==> src/rtl/cmd_bits.sv <==
// Command byte bit positions shared with dev_fsm-style devices.
// Pure constants, no logic.
// Bit set in the command byte enables the corresponding phase or operation.
package cmd_bits;
    localparam int b_op_1   = 0;
    localparam int b_op_2   = 1;
    localparam int b_addop  = 2;
    localparam int b_addres = 3;
    localparam int b_tx     = 4;
endpackage

==> src/rtl/dev_host_pkg.sv <==
// Shared types and defaults for the dev_host controller.
// Pure declarations, no logic.
// Not applicable.
package dev_host_pkg;
    localparam int TO_CYC_DEF = 64;

    typedef enum logic [2:0] {
        IDLE      = 3'd0,
        WAIT_BUSY = 3'd1,
        CMD       = 3'd2,
        OP1       = 3'd3,
        OP2       = 3'd4,
        RD_WAIT   = 3'd5
    } host_state_t;
endpackage

==> src/rtl/dev_host_ctrl_if.sv <==
// Request/response port plus device-side pins of the dev_host controller.
// Wires only, no latency.
// slave = controller view; master = requester/device view (drives the inputs).
interface dev_host_ctrl_if #(
    parameter int DW = 8
);
    logic          req_valid;
    logic          req_ready;
    logic [DW-1:0] req_cmd;
    logic [DW-1:0] req_op1;
    logic [DW-1:0] req_op2;
    logic          rsp_valid;
    logic [DW-1:0] rsp_data;
    logic          rsp_err;
    logic          dev_cs;
    logic [DW-1:0] dev_din;
    logic          dev_busy;
    logic [DW-1:0] dev_dout;
    logic          dev_drdy;

    modport slave (
        input  req_valid, req_cmd, req_op1, req_op2, dev_busy, dev_dout, dev_drdy,
        output req_ready, rsp_valid, rsp_data, rsp_err, dev_cs, dev_din
    );

    modport master (
        output req_valid, req_cmd, req_op1, req_op2, dev_busy, dev_dout, dev_drdy,
        input  req_ready, rsp_valid, rsp_data, rsp_err, dev_cs, dev_din
    );
endinterface

==> src/rtl/dev_host_timer.sv <==
// Saturating cycle counter used as the read-data timeout.
// expire is combinational from the count; count updates on posedge.
// No handshake: clr dominates en; count sticks at TO_CYC-1 instead of wrapping.
module dev_host_timer
    import dev_host_pkg::*;
#(
    parameter int TO_CYC = TO_CYC_DEF
) (
    input  logic clk,
    input  logic rst,
    input  logic clr,
    input  logic en,
    output logic expire
);
    localparam int TW = (TO_CYC > 2) ? $clog2(TO_CYC) : 1;
    localparam logic [TW-1:0] LAST = TW'(TO_CYC - 1);

    logic [TW-1:0] cnt;

    // count cycles while enabled, hold at LAST so a late drdy never sees a wrapped value
    always_ff @(posedge clk) begin
        if (!rst || clr) begin
            cnt <= '0;
        end else if (en && (cnt != LAST)) begin
            cnt <= cnt + TW'(1);
        end
    end

    assign expire = (cnt == LAST);
endmodule

==> src/rtl/dev_host_ctrl.sv <==
// Bus master sequencing cs/din for one cmd+op1+op2 request, returning read data or timeout.
// Idle device: cs 2 cycles after accept; response strobe 1 cycle after the completing state.
// req_ready only in IDLE; device busy stalls in WAIT_BUSY indefinitely; no response backpressure.
module dev_host_ctrl
    import cmd_bits::*;
    import dev_host_pkg::*;
#(
    parameter int DW     = 8,
    parameter int TO_CYC = TO_CYC_DEF
) (
    input  logic            clk,
    input  logic            rst,
    dev_host_ctrl_if.slave  bus
);
    host_state_t   state;
    host_state_t   state_nxt;
    logic [DW-1:0] cmd_q;
    logic [DW-1:0] op1_q;
    logic [DW-1:0] op2_q;
    logic [DW-1:0] rsp_data_q;
    logic          rsp_valid_q;
    logic          rsp_err_q;
    logic          ready;
    logic          cs;
    logic [DW-1:0] din;
    logic          done_wr;
    logic          tmr_expire;

    dev_host_timer #(.TO_CYC(TO_CYC)) u_timer (
        .clk    (clk),
        .rst    (rst),
        .clr    (state != RD_WAIT),
        .en     (state == RD_WAIT),
        .expire (tmr_expire)
    );

    // next-state selection and Moore outputs decoded from the registered state
    always_comb begin
        state_nxt = state;
        ready     = 1'b0;
        cs        = 1'b0;
        din       = '0;
        done_wr   = 1'b0;
        case (state)
            IDLE: begin
                ready = 1'b1;
                if (bus.req_valid) state_nxt = WAIT_BUSY;
            end
            WAIT_BUSY: begin
                if (!bus.dev_busy) state_nxt = CMD;
            end
            CMD: begin
                cs  = 1'b1;
                din = cmd_q;
                if (cmd_q[b_op_1])      state_nxt = OP1;
                else if (cmd_q[b_op_2]) state_nxt = OP2;
                else if (cmd_q[b_tx])   state_nxt = RD_WAIT;
                else begin
                    state_nxt = IDLE;
                    done_wr   = 1'b1;
                end
            end
            OP1: begin
                din = op1_q;
                if (cmd_q[b_op_2])    state_nxt = OP2;
                else if (cmd_q[b_tx]) state_nxt = RD_WAIT;
                else begin
                    state_nxt = IDLE;
                    done_wr   = 1'b1;
                end
            end
            OP2: begin
                din = op2_q;
                if (cmd_q[b_tx]) state_nxt = RD_WAIT;
                else begin
                    state_nxt = IDLE;
                    done_wr   = 1'b1;
                end
            end
            RD_WAIT: begin
                if (bus.dev_drdy || tmr_expire) state_nxt = IDLE;
            end
            default: state_nxt = IDLE;
        endcase
    end

    // state register, request latches and registered response
    always_ff @(posedge clk) begin
        if (!rst) begin
            state       <= IDLE;
            cmd_q       <= '0;
            op1_q       <= '0;
            op2_q       <= '0;
            rsp_valid_q <= 1'b0;
            rsp_err_q   <= 1'b0;
            rsp_data_q  <= '0;
        end else begin
            state       <= state_nxt;
            rsp_valid_q <= 1'b0;
            if (state == IDLE && bus.req_valid) begin
                cmd_q <= bus.req_cmd;
                op1_q <= bus.req_op1;
                op2_q <= bus.req_op2;
            end
            if (done_wr) begin
                rsp_valid_q <= 1'b1;
                rsp_err_q   <= 1'b0;
            end
            // drdy takes priority over a timeout landing in the same cycle
            if (state == RD_WAIT) begin
                if (bus.dev_drdy) begin
                    rsp_valid_q <= 1'b1;
                    rsp_err_q   <= 1'b0;
                    rsp_data_q  <= bus.dev_dout;
                end else if (tmr_expire) begin
                    rsp_valid_q <= 1'b1;
                    rsp_err_q   <= 1'b1;
                    rsp_data_q  <= '0;
                end
            end
        end
    end

    assign bus.req_ready = ready;
    assign bus.dev_cs    = cs;
    assign bus.dev_din   = din;
    assign bus.rsp_valid = rsp_valid_q;
    assign bus.rsp_err   = rsp_err_q;
    assign bus.rsp_data  = rsp_data_q;
endmodule
==> src/flat_wrapper.sv <==
// flat-port wrapper written by rule: the top's interface ports become plain ports
module dev_host_ctrl_flat import cmd_bits::*; import dev_host_pkg::*;
#(
    parameter int DW     = 8,
    parameter int TO_CYC = TO_CYC_DEF
)
  (clk, rst, bus_req_valid, bus_req_cmd, bus_req_op1, bus_req_op2, bus_dev_busy, bus_dev_dout, bus_dev_drdy, bus_req_ready, bus_rsp_valid, bus_rsp_data, bus_rsp_err, bus_dev_cs, bus_dev_din);
  dev_host_ctrl_if #(.DW(DW)) bus_i ();
  input  logic clk;
  input  logic rst;
  input wire logic [$bits(bus_i.req_valid)-1:0] bus_req_valid;
  input wire logic [$bits(bus_i.req_cmd)-1:0] bus_req_cmd;
  input wire logic [$bits(bus_i.req_op1)-1:0] bus_req_op1;
  input wire logic [$bits(bus_i.req_op2)-1:0] bus_req_op2;
  input wire logic [$bits(bus_i.dev_busy)-1:0] bus_dev_busy;
  input wire logic [$bits(bus_i.dev_dout)-1:0] bus_dev_dout;
  input wire logic [$bits(bus_i.dev_drdy)-1:0] bus_dev_drdy;
  output wire logic [$bits(bus_i.req_ready)-1:0] bus_req_ready;
  output wire logic [$bits(bus_i.rsp_valid)-1:0] bus_rsp_valid;
  output wire logic [$bits(bus_i.rsp_data)-1:0] bus_rsp_data;
  output wire logic [$bits(bus_i.rsp_err)-1:0] bus_rsp_err;
  output wire logic [$bits(bus_i.dev_cs)-1:0] bus_dev_cs;
  output wire logic [$bits(bus_i.dev_din)-1:0] bus_dev_din;
  assign bus_i.req_valid = bus_req_valid;
  assign bus_i.req_cmd = bus_req_cmd;
  assign bus_i.req_op1 = bus_req_op1;
  assign bus_i.req_op2 = bus_req_op2;
  assign bus_i.dev_busy = bus_dev_busy;
  assign bus_i.dev_dout = bus_dev_dout;
  assign bus_i.dev_drdy = bus_dev_drdy;
  assign bus_req_ready = bus_i.req_ready;
  assign bus_rsp_valid = bus_i.rsp_valid;
  assign bus_rsp_data = bus_i.rsp_data;
  assign bus_rsp_err = bus_i.rsp_err;
  assign bus_dev_cs = bus_i.dev_cs;
  assign bus_dev_din = bus_i.dev_din;
  dev_host_ctrl #(.DW(DW), .TO_CYC(TO_CYC)) u_core (.clk(clk), .rst(rst), .bus(bus_i));
endmodule
==> config.mk <==
export PLATFORM = sky130hd
export DESIGN_NAME = dev_host_ctrl_flat
export DESIGN_NICKNAME = d
export VERILOG_FILES = /design/src/rtl/cmd_bits.sv /design/src/rtl/dev_host_pkg.sv /design/src/rtl/dev_host_ctrl_if.sv /design/src/rtl/dev_host_timer.sv /design/src/rtl/dev_host_ctrl.sv /design/src/flat_wrapper.sv
export SDC_FILE = /design/constraint.sdc
export NUM_CORES = 1
export LEC_CHECK = 0
export BUFFER_PORTS_ARGS = -buffer_cell sky130_fd_sc_hd__clkbuf_2
export CORE_UTILIZATION = 32
export CTS_CLUSTER_SIZE = 10
export DETAILED_ROUTE_END_ITERATION = 8
export MAX_ROUTING_LAYER = met4
export PLACE_DENSITY = 0.53
export RECOVER_POWER = 50
export SYNTH_ARGS = -nofsm -noshare
export SYNTH_HDL_FRONTEND = slang
export SYNTH_SLANG_ARGS = --single-unit
==> constraint.sdc <==
create_clock -name clk -period 3 [get_ports clk]
set_input_delay 0.9 -clock clk [delete_from_list [all_inputs] [get_ports clk]]
set_output_delay 0.9 -clock clk [all_outputs]
set_load 0.01 [all_outputs]
==> results of run 1 <==
-- kinds of logic (layout without fill, tap and decap cells) --
kind of cell    Yosys count  in the layout
compound gates           59             59
flops                    43             43
simple gates            101            101
mux                       8              8
buf+inv                  20             71
fa+ha+maj                 1              1
xor+xnor                  1              1
-- cells in the mapped netlist, types with 2 or more instances --
cell type,n
a21boi_0,5
a21oi_1,23
a31oi_1,3
and3_1,3
buf_2,5
buf_4,3
buf_6,3
clkbuf_1,5
dfxtp_1,43
inv_1,4
mux2i_1,8
nand2_1,76
nand3_1,3
nor2_1,3
nor2b_1,2
nor3_1,4
o211ai_1,2
o21a_1,3
o21ai_0,9
o22ai_1,9
-- metrics by stage --
stage	power [W]	worst slack, ps	util (%)	hold WS, ps	instances
detailed placement	0.000883	672	39.1	448	348
global route	0.00140	155	40.5	479	356
global placement	0.000883	701	39.1	443	348
CTS	0.00135	350	41.2	459	356
floorplan	0.000827	1080	-	436	233
finish	0.00132	368	40.5	457	356
-- routing by layer --
metal / up-vias / track usage, %
met5: - / -
met4: 0 / 7.09
met3: 4 / 4.14
met2: 54 / 22.6
met1: 743 / 21.9
li1: 889 / -
-- registers in the layout (all words and copies together) (netlist names) --
register              flops
u_core.bus.rsp_data       8
u_core.bus.rsp_err        1
u_core.bus.rsp_valid      1
u_core.u_timer.cnt        6
u_core.op1_q              8
u_core.state              3
u_core.op2_q              8
u_core.cmd_q              8
-- layout make-up --
| type | instances | area, um^2 |
|---|---|---|
| clock buffer | 6 | 82.6 |
| tap | 72 | 90.1 |
| sequential | 43 | 861 |
| fill | 594 | 3360 |
| inverter | 4 | 15.0 |
| multi-input combinational | 170 | 910 |
| clock inverter | 2 | 35.0 |
| timing repair buffer | 59 | 290 |
-- how the worst min path moves through the flow --
stage / startpoint / to / slack, ps / depth (start not counted)
final: u_core.cmd_q[5] / u_core.cmd_q[5] / 460 / 2
after global routing: u_core.op1_q[3] / u_core.op1_q[3] / 480 / 2
after CTS: u_core.op1_q[3] / u_core.op1_q[3] / 460 / 2
after detailed placement: u_core.op1_q[3] / u_core.op1_q[3] / 450 / 2
after global placement: u_core.op1_q[3] / u_core.op1_q[3] / 440 / 2
after floorplan: u_core.cmd_q[2] / u_core.cmd_q[2] / 440 / 2
-- placed cells by master (no fill, tap or decap), types with 2 or more instances in the layout --
| cell type | Yosys | final |
|---|---|---|
| clkbuf_1 | 5 | 10 |
| inv_1 | 4 | 4 |
| o22ai_1 | 9 | 9 |
| nor2b_1 | 2 | 2 |
| nand2_1 | 76 | 77 |
| clkbuf_8 | 0 | 6 |
| o211ai_1 | 2 | 2 |
| nand3_1 | 3 | 3 |
| a31oi_1 | 3 | 3 |
| nor2_1 | 3 | 3 |
| mux2i_1 | 8 | 8 |
| and3_1 | 3 | 3 |
| o21ai_0 | 9 | 9 |
| clkbuf_2 | 0 | 46 |
| a21oi_1 | 23 | 23 |
| o21a_1 | 3 | 3 |
| nor3_1 | 4 | 5 |
| a21boi_0 | 5 | 5 |
| buf_4 | 3 | 3 |
| dfxtp_1 | 43 | 43 |
-- worst max-delay path: cells and delay by family, from the launching register on --
| family | cells | cell delay [ps] |
|---|---|---|
| AO/OA/AOI/OAI | 2 | 250 |
| buffers and inverters | 1 | 150 |
| flip-flops | 1 | 830 |
| AND/OR/NAND/NOR | 1 | 210 |
-- power groups by stage --
stage / logic (W) / clock network [W] / registers [W]
after floorplan: 0.000189 / 0 / 0.000638
after global placement: 0.000217 / 0 / 0.000666
after detailed placement: 0.000216 / 0 / 0.000667
after CTS: 0.000217 / 0.000479 / 0.000654
after global routing: 0.000228 / 0.000515 / 0.000660
final: 0.000203 / 0.000468 / 0.000652
==> results_dict.tcl, run 1 <==
set metrics [dict create \
    clockBufferDepth 2 \
    yosysTopAreaCell "dfxtp_1" \
    nNetsFinal 321 \
    syn_to_final_growth_pct 19.4 \
    cpMaxStageDelayCell "dfxtp_1" \
    synth_seq_cells 43 \
    synthArstFlopShare_pct 0 \
    overflow 0 \
    avgRoutedWirePerCell_um 12.6 \
    clkTransAtPathRegs_ps 80 \
    avgSynthCellArea_um2 8.21 \
    fmax_ghz 0.380 \
    drive_gt1_share_pct 21.5 \
    yosys_warnings 0 \
    synth_top_family_by_area "simple AND/OR/NAND/NOR gates" \
    period_needed_ps 2630 \
    vdd.ir_drop.worst_uv 190 \
    design.core.area_um2 5640 \
    highest_layer "met4" \
    cts_hold_buf 0 \
    first_iter_violations 74 \
    outcome "completed" \
    placed_cell_area_um2 2200 \
    setup.worst_path.end "bus_dev_din[0]" \
    cts_buffers 5 \
    die_w_um 79.3 \
    synthXorXnorAreaFrac_pct 0.458 \
    power_frac_seq_pct 49.3 \
    arrival_ps 1730 \
    synth.distinct_cells 37 \
    rows 27 \
    grt_pass1_vias 1565 \
    cts.htree.levels 2 \
    met2_length_um 1920 \
    gp_congestion 0.722 \
    worst_r2r_path_depth 4 \
    fin_area_um2 2280 \
    clk_latency_ps 290 \
    io_buffers 56 \
    start_kind "flop" \
    maxSlewViolCount 0 \
    reg2reg_to "u_core.state[0]" \
    fin_crit_sh_pct 87.7 \
    die_y_um 79.3 \
    worstSetupPathType "reg2out" \
    synth_ff_type "dfxtp_1" \
    p_sw_share_pct 27.0 \
    wirelength_um 4470 \
    setup_tns_ps 0 \
    p_switching_w 0.000357 \
    p_comb_share_pct 15.3 \
    powerDensity_nw_per_um2 579 \
    drv_cap 0 \
    critPathMaxStageDelay_ps 830 \
    dp_hpwl_um 3180 \
    synth-compound-area-share_pct 20.0 \
    antenna_cells 0 \
    synth_simple_gate_area_share_pct 23.7 \
    r2r_start "u_core.state[0]" \
    viasPerCell 4.75 \
    cp_cell_sequence "nor2b_1, a21oi_1, o21ai_0, clkbuf_2" \
    netlist.area_leader.share_pct 45.0 \
    fin_skew_ps 3.93 \
    clockPowerShare_pct 35.4 \
    cts_tree "built" \
    drc_errors 0 \
    internal-power_w 0.000966 \
    floorplan.io_pins 57 \
    yosysSeqAreaShare_pct 45.0 \
    synth_nets 271 \
    critPathMaxFanout 16 \
    slew_headroom_pct 22.2 \
    ant_nets 0 \
    start_util_pct 33.9 \
    die_area_um2 6290 \
    endpoint_kind "output port" \
    synthTopCellsByArea "dfxtp_1, nand2_1, a21oi_1, mux2i_1, o22ai_1" \
    synth-edff-count 0 \
    post_cts_resized 0 \
    p_leak_nw 0.910 \
    wl_met1_um 2220 \
    grt_usage_pct 16.2 \
    syn_inst 233 \
    wl_met3_um 303 \
    clock-sinks 43 \
    rsz0062_at_grt "no" \
    muxShareOfSynthArea_pct 4.19 \
    regToRegSetupSlack_ps 520 \
    first_pass_iters 4 \
    worst_pin_slew_ps 1140 \
    synth.cell_area_um2 1910 \
    post_cts_buffers 0 \
    grt_max_degree 28 \
    vias 1690 \
    synth_adder_area_share_pct 0.654 \
    cts_root_buf "clkbuf_8" \
    setup_viol 0 \
    grt_antenna_before_repair 0 \
    crit_required_ps 2100 \
    hold_viol 0 \
    grt_pass1_wl_um 7550 \
    startpoint "u_core.state[0]" \
    hold_path_class "reg2reg" \
]
No activity file was read; power rests on OpenSTA's default activity.
==> run 2, diff against run 1 <==
--- a/config.mk
+++ b/config.mk
@@ -11,7 +11,8 @@
 export DETAILED_ROUTE_END_ITERATION = 8
 export MAX_ROUTING_LAYER = met4
-export PLACE_DENSITY = 0.53
+export PLACE_DENSITY = 0.52
 export RECOVER_POWER = 50
 export SYNTH_ARGS = -nofsm -noshare
 export SYNTH_HDL_FRONTEND = slang
+export SYNTH_HIERARCHICAL = 1
 export SYNTH_SLANG_ARGS = --single-unit
==> constraint.sdc (replaced) <==
create_clock -name clk -period 3 [get_ports clk]
set_input_delay 0.15 -clock clk [delete_from_list [all_inputs] [get_ports clk]]
set_output_delay 0.15 -clock clk [all_outputs]
set_load 0.01 [all_outputs]
==> results_dict.tcl, run 2 <==
set metrics [dict create \
    cts_buffers 5 \
    fin_skew_ps 4.69 \
    cts_hold_buf 0 \
    arrival_ps 2530 \
    first_iter_violations 97 \
    syn_to_final_growth_pct 17.9 \
    drc_errors 0 \
    die_area_um2 6820 \
    start_util_pct 34.1 \
    min_path_cells 3 \
    fmax_ghz 0.432 \
    cpMaxStageDelayCell "clkbuf_1" \
    cpMostUsedCell "clkbuf_1" \
    synth_nets 280 \
    io_buffers 56 \
    drv_cap 0 \
    ant_nets 0 \
    synth_seq_cells 43 \
    synth.cell_area_um2 2080 \
    start_kind "flop" \
    r2r_start "u_core/state[0]" \
    placed_cell_area_um2 2370 \
    clock-sinks 43 \
    antenna_cells 0 \
    rsz0062_at_grt "no" \
    gp_congestion 0.749 \
    critPathMaxStageDelay_ps 810 \
    post_cts_buffers 0 \
    cts.htree.levels 2 \
    hold_path_class "in2reg" \
    slew_headroom_pct 30.0 \
    yosys_warnings 6 \
    synth-edff-count 0 \
    clkTransAtPathRegs_ps 80 \
    regToRegSetupSlack_ps 690 \
    hold_path_end "u_core/cmd_q[3]" \
    avgRoutedWirePerCell_um 12.7 \
    synthTopCellsByArea "dfxtp_1, nand2_1, mux2i_1, a21boi_0, a21oi_1" \
    outcome "completed" \
    grt_pass1_wl_um 7840 \
    period_needed_ps 2310 \
    yosysTopAreaCell "dfxtp_1" \
    grt_pass1_vias 1713 \
    worst_pin_slew_ps 1050 \
    cp_cell_sequence "clkbuf_1, nor4b_4, clkbuf_1, nand2_1, a21oi_1" \
    multi_input_area_um2 1080 \
    ff_latch_area_um2 861 \
    grt_antenna_before_repair 0 \
    setup_tns_ps 0 \
    synth_ff_type "dfxtp_1" \
    place_inst 362 \
    dp_hpwl_um 3280 \
    maxSlewViolCount 0 \
    hp-start "bus_req_cmd[3]" \
    wirelength_um 4710 \
    powerDensity_nw_per_um2 471 \
    final_cell_mix "nand2_1, clkbuf_2, dfxtp_1, o21ai_0, a21oi_1" \
    design.core.area_um2 6100 \
    layout_commonest_cell "nand2_1" \
    netlist.area_leader.share_pct 41.4 \
    final_cells 370 \
    drive_gt1_share_pct 24.7 \
    post_cts_resized 0 \
    vdd.ir_drop.worst_uv 205 \
    yosysSeqAreaShare_pct 41.4 \
    synthTopCellsByCount "nand2_1, dfxtp_1, a21oi_1, o21ai_0, a21boi_0" \
    fin_area_um2 2450 \
    worstSetupPathType "reg2reg" \
    vias 1795 \
    hold_viol 0 \
    p_leak_nw 0.923 \
    viasPerCell 4.85 \
    nFillCells 686 \
    floorplan.io_pins 57 \
    avgSynthCellArea_um2 8.59 \
    grt_max_degree 26 \
    clk_latency_ps 290 \
    clockBufferDepth 2 \
    crit_buf_inv 2 \
    rows 28 \
    endpoint_kind "flop" \
    worst_r2r_path_depth 5 \
    overflow 0 \
    synthArstFlopShare_pct 0 \
    cts_root_buf "clkbuf_8" \
    die_w_um 82.6 \
    syn_inst 242 \
    cts_tree "built" \
    critPathMaxFanout 24 \
    crit_required_ps 3220 \
    critPathTopFamily "buffers and inverters" \
    die_y_um 82.6 \
    nNetsFinal 332 \
    reg2reg_to "u_core/op1_q[3]" \
    synth.most_common_cell "nand2_1" \
    grt_usage_pct 15.4 \
    first_pass_iters 4 \
    fin_crit_sh_pct 77.1 \
    setup_viol 0 \
    synth.distinct_cells 42 \
]
## run 2: cell count changes in the layout (fill, tap and decap cells not counted), sizes merged, moves of 3 or more
cell    delta
a21boi    +13
a21oi      -6
clkbuf     +4
nand2      -8
nand2b     +3
nor2       +4
o21ai      +9
o22ai      -9
o41ai      +3
## run 2: logic make-up (layout without fill, tap and decap cells)
| group | after synthesis | count (layout) | share of synthesized area, % |
|---|---|---|---|
| AO/OA/AOI/OAI | 67 | 67 | 21.8 |
| flip-flops | 43 | 43 | 41.4 |
| multiplexers | 9 | 9 | 4.33 |
| buffers and inverters | 21 | 74 | 6.38 |
| adder cells (fa/ha/maj) | 1 | 1 | 0.602 |
| AND/OR/NAND/NOR | 101 | 101 | 25.5 |
## run 2: routing by layer
metal | up-vias | part of all wire (%) | track usage, %
met1 | 801 | 50 | 18.9
met5 | - | 0 | -
met3 | 4 | 6.2 | 3.52
met2 | 55 | 43 | 25.7
met4 | 0 | 0.72 | 3.62
li1 | 935 | - | -
## run 2: per-stage QoR
step / hold slack [ps] / total power (W) / worst slack (ps) / utilization, %
6_report: 73.5 / 0.00115 / 688 / 40.2
5_1_grt: 71.3 / 0.00122 / 391 / 40.2
4_1_cts: 64.0 / 0.00118 / 879 / 40.6
3_5_place_dp: 378 / 0.000775 / 1080 / 38.9
3_3_place_gp: 374 / 0.000773 / 1140 / 38.9
2_1_floorplan: 285 / 0.000732 / 1400 / -
## run 2: how the worst max path moves through the flow
stage | to | start | cells after the start | slack (ps)
CTS | bus_dev_din[4] | u_core/state[0] | 5 | 880
global route | u_core/op1_q[7] | u_core/state[0] | 5 | 390
finish | u_core/op1_q[3] | u_core/state[0] | 5 | 690
floorplan | u_core/bus.rsp_valid | u_core/u_timer/cnt[0] | 6 | 1400
global placement | u_core/state[2] | u_core/u_timer/cnt[0] | 6 | 1140
detailed placement | u_core/bus.rsp_data[4] | u_core/u_timer/cnt[0] | 6 | 1080
## run 2: final cells by class
class,count,area share [%]
multi-input cells,178,44.3
repair buffers,60,11.8
clock buffers,8,4.08
inverters,6,0.919
well taps,75,3.83
flip-flops and latches,43,35.1
## run 2: report_power, final
group          switching, W  leakage (nW)  internal [W]
combinational     0.0000759         0.521     0.0000600
clock              0.000188        0.0515      0.000210
sequential        0.0000239         0.350      0.000596
total              0.000288         0.923      0.000866
## run 2: worst register-to-register path, cell delays in order, from the launching register on
cell	delay, ps
dfxtp_1	480
clkbuf_1	360
nor4b_4	270
clkbuf_1	810
nand2_1	180
a21oi_1	150
==> run 3, diff against run 2 <==
- ABC_AREA: default -> 1
- PLACE_DENSITY: 0.52 -> 0.55
- clock period: 3 -> 2.09 ns (I/O delays scaled with it)
==> results_dict.tcl, run 3 <==
set metrics [dict create \
    outcome "completed" \
    cts_root_buf "clkbuf_8" \
    synthArstFlopShare_pct 0 \
    design.core.area_um2 5920 \
    worst_pin_slew_ps 574 \
    cpMaxStageDelayCell "dfxtp_1" \
    setup_tns_ps 0 \
    die_y_um 80.6 \
    cpMostUsedCell "inv_1" \
    drv_cap 0 \
    cts_buffers 5 \
    grt_usage_pct 15.8 \
    synth.distinct_cells 28 \
    hold_path_class "in2reg" \
    nNetsFinal 354 \
    grt_max_degree 43 \
    cp_cell_sequence "inv_1, nand2_1, nor2_2, inv_1, o221ai_1, clkbuf_2" \
    synth_nets 299 \
    yosys_warnings 6 \
    fin_crit_sh_pct 86.8 \
    yosysTopAreaCell "dfxtp_1" \
    endpoint_kind "output port" \
    avgSynthCellArea_um2 7.57 \
    avgRoutedWirePerCell_um 11.8 \
    internal-power_w 0.00136 \
    vias 1806 \
    fmax_ghz 0.551 \
    drc_errors 0 \
    start_util_pct 33.4 \
    gp_congestion 0.837 \
    clockPowerShare_pct 34.4 \
    critPathMaxStageDelay_ps 380 \
    maxSlewViolCount 0 \
    p_total_w 0.00190 \
    netlist.area_leader.share_pct 43.6 \
    die_area_um2 6490 \
    met2_usage_pct 24.4 \
    worstSetupPathType "reg2out" \
    ant_nets 0 \
    vdd.ir_drop.worst_uv 276 \
    cts.htree.levels 2 \
    use_met3_pct 3.86 \
    io_buffers 56 \
    final_cell_mix "nand2_1, clkbuf_2, dfxtp_1, a21oi_1, inv_1" \
    antenna_cells 0 \
    grt_pass1_vias 1683 \
    synth_seq_cells 43 \
    critPathMaxFanout 8 \
    met1_usage_pct 20.1 \
    syn_inst 261 \
    start_kind "flop" \
    period_needed_ps 1810 \
    clockBufferDepth 2 \
    rsz0062_at_grt "no" \
    syn_to_final_growth_pct 19.2 \
    synth.most_common_cell "nand2_1" \
    cts_tree "built" \
    dp_hpwl_um 3380 \
    yosysSeqAreaShare_pct 43.6 \
    layout_commonest_cell "nand2_1" \
    post_cts_resized 0 \
    power_frac_seq_pct 48.8 \
    setup_viol 0 \
    grt_pass1_wl_um 7660 \
    powerDensity_nw_per_um2 808 \
    floorplan.io_pins 57 \
    p_comb_share_pct 16.8 \
    hold_viol 0 \
    synth_ff_type "dfxtp_1" \
    synth-edff-count 0 \
    first_iter_violations 55 \
    die_w_um 80.6 \
    drive_gt1_share_pct 20.8 \
    post_cts_buffers 0 \
    rows 28 \
    grt_antenna_before_repair 0 \
    overflow 0 \
    p_leak_nw 0.968 \
    crit_required_ps 1990 \
    slew_headroom_pct 61.6 \
    clk_latency_ps 300 \
    arrival_ps 1710 \
    p_switching_w 0.000544 \
    viasPerCell 4.61 \
    first_pass_iters 5 \
    cts_hold_buf 0 \
    synthTopCellsByArea "dfxtp_1, nand2_1, a21oi_1, inv_1, o21ai_1" \
    p_sw_share_pct 28.6 \
    nFillCells 657 \
    clkTransAtPathRegs_ps 80 \
    synth.cell_area_um2 1980 \
    synthTopCellsByCount "nand2_1, dfxtp_1, a21oi_1" \
    fin_skew_ps 10.3 \
    busiest_layer "met2" \
    wirelength_um 4640 \
    clock-sinks 43 \
]
## run 3: cell count changes after synthesis, moves of 8 or more
cell	before	now
mux2i_1	9	0
inv_1	6	31
nand2_2	9	0
o21ai_1	1	15
o21ai_0	17	4
o221ai_1	0	8
a21boi_0	12	0
nor2_1	7	17
nand3_1	2	12
a21oi_1	17	37
## run 3: worst paths after layout
path / depth (start not counted) / startpoint / end / slack, ps
setup / recovery: 6 / u_core/state[2] / bus_dev_din[1] / 280
hold / removal: 3 / bus_dev_dout[5] / u_core/bus.rsp_data[5] / 30
setup reg to reg: 6 / u_core/state[0] / u_core/bus.rsp_valid / 300
hold reg to reg: 2 / u_core/op1_q[4] / u_core/op1_q[4] / 460
## run 3: logic make-up (layout without fill, tap and decap cells)
group	Yosys count	after routing	synth area share, %
AO/OA/AOI/OAI	71	71	20.6
XOR/XNOR	2	2	0.887
adder cells (fa/ha/maj)	1	1	0.633
buffers and inverters	44	100	10.3
flip-flops	43	43	43.6
AND/OR/NAND/NOR	100	100	24.0
## run 3: cell type report
class                           count  area [um^2]  area share [%]
Timing Repair Buffer               57          275            11.7
Clock buffer                        5         68.8            2.92
Clock inverter                      3         43.8            1.86
Multi-Input combinational cell    174          881            37.4
Tap cell                           75         93.8            3.99
Inverter                           35          131            5.58
Sequential cell                    43          861            36.6
## run 3: per-stage QoR
stage / instance area (um^2) / hold slack [ps] / worst slack, ps / cells / util [%]
after detailed placement: 2290 / 347 / 471 / 384 / 38.6
after CTS: 2400 / 17.7 / 213 / 392 / 40.5
final: 2350 / 25.0 / 276 / 392 / 39.8
after floorplan: 1980 / 252 / 557 / 261 / -
after global routing: 2350 / 31.7 / 37.9 / 392 / 39.8
after global placement: 2290 / 343 / 509 / 384 / 38.6
## run 3: per-layer routing
metal  vias to the layer above  wire length (um)  share of wire, %
met1                       801              2330                50
met4                         0                69               1.5
met3                         6               197               4.2
met5                         -                 0                 0
met2                        36              2050                44
li1                        963                 -                 -
## run 3: power by group through the flow
| stage | Clock (W) | Combinational (W) | Sequential (W) |
|---|---|---|---|
| 6_report | 0.000655 | 0.000320 | 0.000928 |
| 4_1_cts | 0.000681 | 0.000332 | 0.000932 |
| 5_1_grt | 0.000703 | 0.000371 | 0.000936 |
| 3_3_place_gp | 0 | 0.000327 | 0.000951 |
| 3_5_place_dp | 0 | 0.000330 | 0.000951 |
| 2_1_floorplan | 0 | 0.000262 | 0.000941 |
## run 3: critical path: cells and delay by family (launching register included)
family	cells	cell delay, ps
DFF	1	380
buffers and inverters	3	440
AOI/OAI and AO/OA	1	210
and+or+nand+nor	2	380
